### src/rtl/id_exe_pipe.sv
// Decode-to-execute two-entry skid buffer. All outputs are driven from flops;
// flush kills both entries but a retire in the flush cycle still completes.
module id_exe_pipe #(
    parameter int unsigned DATA_W = 64,
    parameter int unsigned OP_W   = 10,
    parameter int unsigned ALU_W  = 12,
    parameter int unsigned BJ_W   = 6
) (
    input  logic              clk,
    input  logic              rst,
    input  logic              flush,
    input  logic              in_valid,
    output logic              in_ready,
    input  logic [4:0]        in_inst_type,
    input  logic [7:0]        in_opcode,
    input  logic [DATA_W-1:0] in_op1,
    input  logic [DATA_W-1:0] in_op2,
    input  logic              in_is_word,
    input  logic [OP_W-1:0]   in_op_info,
    input  logic [ALU_W-1:0]  in_alu_info,
    input  logic [BJ_W-1:0]   in_bj_info,
    output logic              out_valid,
    input  logic              out_ready,
    output logic [4:0]        out_inst_type,
    output logic [7:0]        out_opcode,
    output logic [DATA_W-1:0] out_op1,
    output logic [DATA_W-1:0] out_op2,
    output logic              out_is_word,
    output logic [OP_W-1:0]   out_op_info,
    output logic [ALU_W-1:0]  out_alu_info,
    output logic [BJ_W-1:0]   out_bj_info
);

    localparam int unsigned PW = 5 + 8 + 2 * DATA_W + 1 + OP_W + ALU_W + BJ_W;

    typedef enum logic [1:0] {
        S_EMPTY = 2'd0,
        S_ONE   = 2'd1,
        S_TWO   = 2'd2
    } state_t;

    state_t          r_state;
    state_t          w_state_nxt;
    logic [PW-1:0]   r_main_pl;
    logic [PW-1:0]   r_skid_pl;
    logic [PW-1:0]   w_in_pl;
    logic            r_out_valid;
    logic            r_in_ready;
    logic            w_accept;
    logic            w_retire;
    logic            w_load_main_in;
    logic            w_load_main_skid;
    logic            w_load_skid;

    assign w_in_pl  = {in_inst_type, in_opcode, in_op1, in_op2, in_is_word,
                       in_op_info, in_alu_info, in_bj_info};
    assign w_accept = in_valid && r_in_ready;
    assign w_retire = r_out_valid && out_ready;

    always_comb begin
        w_state_nxt      = r_state;
        w_load_main_in   = 1'b0;
        w_load_main_skid = 1'b0;
        w_load_skid      = 1'b0;
        case (r_state)
            S_EMPTY: begin
                if (w_accept) begin
                    w_load_main_in = 1'b1;
                    w_state_nxt    = S_ONE;
                end
            end
            S_ONE: begin
                if (w_accept && w_retire) begin
                    w_load_main_in = 1'b1;
                end else if (w_accept) begin
                    w_load_skid = 1'b1;
                    w_state_nxt = S_TWO;
                end else if (w_retire) begin
                    w_state_nxt = S_EMPTY;
                end
            end
            S_TWO: begin
                if (w_retire) begin
                    w_load_main_skid = 1'b1;
                    w_state_nxt      = S_ONE;
                end
            end
            default: w_state_nxt = S_EMPTY;
        endcase
        // Flush wins: same-cycle accepts are dropped, payload left as-is.
        if (flush) begin
            w_state_nxt      = S_EMPTY;
            w_load_main_in   = 1'b0;
            w_load_main_skid = 1'b0;
            w_load_skid      = 1'b0;
        end
    end

    always_ff @(posedge clk) begin
        if (rst) begin
            r_state     <= S_EMPTY;
            r_out_valid <= 1'b0;
            r_in_ready  <= 1'b1;
            r_main_pl   <= '0;
            r_skid_pl   <= '0;
        end else begin
            r_state     <= w_state_nxt;
            r_out_valid <= (w_state_nxt != S_EMPTY);
            r_in_ready  <= (w_state_nxt != S_TWO);
            if (w_load_main_in) begin
                r_main_pl <= w_in_pl;
            end else if (w_load_main_skid) begin
                r_main_pl <= r_skid_pl;
            end
            if (w_load_skid) begin
                r_skid_pl <= w_in_pl;
            end
        end
    end

    assign out_valid = r_out_valid;
    assign in_ready  = r_in_ready;
    assign {out_inst_type, out_opcode, out_op1, out_op2, out_is_word,
            out_op_info, out_alu_info, out_bj_info} = r_main_pl;

endmodule

### config.mk
export PLATFORM = sky130hd
export DESIGN_NAME = id_exe_pipe
export DESIGN_NICKNAME = d
export VERILOG_FILES = /design/src/rtl/id_exe_pipe.sv
export SDC_FILE = /design/constraint.sdc
export NUM_CORES = 1
export LEC_CHECK = 0
export CAP_MARGIN = 20
export CORE_UTILIZATION = 52
export CTS_CLUSTER_SIZE = 25
export DETAILED_ROUTE_END_ITERATION = 8
export PLACE_DENSITY = 0.85
export SLEW_MARGIN = 20
export SYNTH_ARGS = -nofsm -noshare
export SYNTH_HDL_FRONTEND = slang
export SYNTH_SLANG_ARGS = --single-unit
### constraint.sdc
create_clock -name clk -period 4.1 [get_ports clk]
set_input_delay 0.82 -clock clk [delete_from_list [all_inputs] [get_ports clk]]
set_output_delay 0.82 -clock clk [all_outputs]
set_load 0.02 [all_outputs]
==> qor.csv <==
metric,value,unit
status,completed,
yosysSeqAreaShare,45.2,%
p_leak,5.92,nW
cts_hold_buf,0,
seqCellArea,0.00689,sq mm
pwr_density_cell,410,mW/mm^2
slew_headroom,15.1,%
grt_pass1_vias,14304,
worstRegToRegCells,4,
layout.cells.most_common_list,"dfxtp_1, clkdlybuf4s50_1, o21ai_0",
synth-seq-cells,344,
cts.sinks,344,
netlist_area,0.0152,sq mm
clk_pin_slew,0.06,ns
routed_wirelength,47200,um
maxCapViolations,0,
fin_crit,2.60,ns
finalWeightedCongestion,0.811,
grt_max_degree,278,
route.detailed.drc,0,
placement_rows,62,
h-tree-depth,2,
cts_resized,0,
synth_edf_count,0,
worstHoldPathType,reg2reg,
gr-total-overflow,0,
min_path_cells,2,
cts_tree,done,
drv_slew,0,
clock_latency,0.51,ns
place_ws,1.15,ns
slowest_stage,clkdlybuf4s50_1,
slowest_delay,0.59,ns
path_max_fanout,170,
placedInstanceArea,0.0184,sq mm
netlist-cell-type-count,29,
critPathRequiredTime,4.53,ns
crit_path_start_kind,input port,
viasPerCell,6.47,
crit_buf_inv,2,
synth.top_cell.area_share,45.2,%
crit_chain,"clkdlybuf4s50_1, and4bb_4, buf_12, nand3_1, a21oi_1",
synthTopCellsByArea,"dfxtp_1, o21ai_0, a311oi_1, nand3b_1, a21oi_1",
setup_tns,0,ns
vdd_ir_drop_max,320,uV
initial_core_util,52.9,%
worst_slew_pin_slew,1.27,ns
whs,0.475,ns
final_area,0.0195,sq mm
antenna_found_initial,1,
cp.depth,5,
drtPass1Iterations,8,
cts_root_buf,clkbuf_16,
setup_viol,0,
crit_path_end_kind,flop,
rsz0062_at_grt,no,
multi_input_area,0.00724,sq mm
layout-drive-gt1-share,3.84,%
hpwl,25200,um
arrival,3.03,ns
syn-instance-count,1799,
synth_area_leader_cell,dfxtp_1,
die_h,173,um
critPathKind,in2reg,
cts_buffers,36,
drtIter0Drc,2023,
vias,15289,
nFillCells,2275,
yosys_most_used_dff,dfxtp_1,
fin_crit_sh,63.3,%
io_pins,347,
avgSynthCellArea,8.46,sq um
syn_to_final_growth,28.3,%
fp.dieW,173,um
ys_async_sr_fraction,0,%
core_area,0.0288,sq mm
cts_buffer_depth,3,
timing_hold_violations_final,0,
grt_use_total,29.9,%
numPortBuffers,346,
syn_nets,1974,
wl_per_cell,20.0,um
finalClockSkew,0.0147,ns
path_delay_family,buffers and inverters,
ant_nets,0,
max_freq,385,MHz
grt_pass1_wl,75200,um
dieArea,0.0300,sq mm
ys.warnings.count,0,
nets,2130,
setup_ws,1.50,ns
post_cts_buffers,0,
synthesized netlist by cell type, types with 2 or more instances:
master    number
a21oi_1      171
a311oi_1     169
and4b_1        2
buf_2         77
buf_4         13
buf_6         11
clkbuf_1     143
dfxtp_1      344
nand2_1        2
nand3_1      170
nand3b_1     171
nor3_1       170
o21ai_0      322
o21ai_1       19
sequential cells by signal, indices dropped and copies added (netlist names):
register / count
in_ready: 1
r_skid_pl: 170
r_main_pl: 170
r_state: 2
out_valid: 1
layout make-up:
type | count | area share (%)
clock inverters | 6 | 0.538
flip-flops and latches | 344 | 35.3
repair buffers | 363 | 19.3
multi-input cells | 1209 | 37.1
inverters | 1 | 0.0192
diodes | 1 | 0.0128
clock buffers | 54 | 5.38
well taps | 384 | 2.46
through the flow:
| step | cells | utilization (%) | power (mW) |
|---|---|---|---|
| after floorplan | 1799 | - | 4.25 |
| after global placement | 2301 | 63.8 | 4.80 |
| after detailed placement | 2301 | 63.8 | 4.82 |
| after CTS | 2361 | 67.8 | 8.03 |
| after global routing | 2362 | 67.8 | 8.27 |
| final | 2362 | 67.8 | 8.01 |
logic make-up (layout without fill, tap and decap cells):
logic type | Yosys count | count (layout) | synth area share, %
AND/OR/NAND/NOR | 523 | 523 | 20.3
other | 0 | 1 | 0
flip-flops | 344 | 344 | 45.2
buffers and inverters | 246 | 424 | 7.56
AO/OA/AOI/OAI | 686 | 686 | 26.9
tightest hold or removal path, cell delays in order (launching register included):
cell	delay, ns
dfxtp_1	0.31
o21ai_0	0.06
a21oi_1	0.06
where the power goes:
part	internal [mW]	switching, mW
clock	1.95	1.30
sequential	3.49	0.0853
combinational	0.517	0.672
total	5.96	2.05
path summary, 6_finish.rpt:
| kind | to | slack (ns) | start |
|---|---|---|---|
| worst min register to register | r_skid_pl[16] | 0.47 | r_skid_pl[16] |
| worst max register to register | r_skid_pl[15] | 1.89 | r_state[1] |
| worst min-delay path | r_skid_pl[16] | 0.47 | r_skid_pl[16] |
| worst max-delay path | r_skid_pl[15] | 1.50 | in_valid |
per-layer routing:
metal	share of wire [%]	vias up	global-route usage, %
met2	47	737	47.7
met1	41	7363	39.4
met5	0	-	0
met4	3.0	0	10.2
li1	-	7091	-
met3	9.6	98	7.50
(Power assumes the default switching activity.)
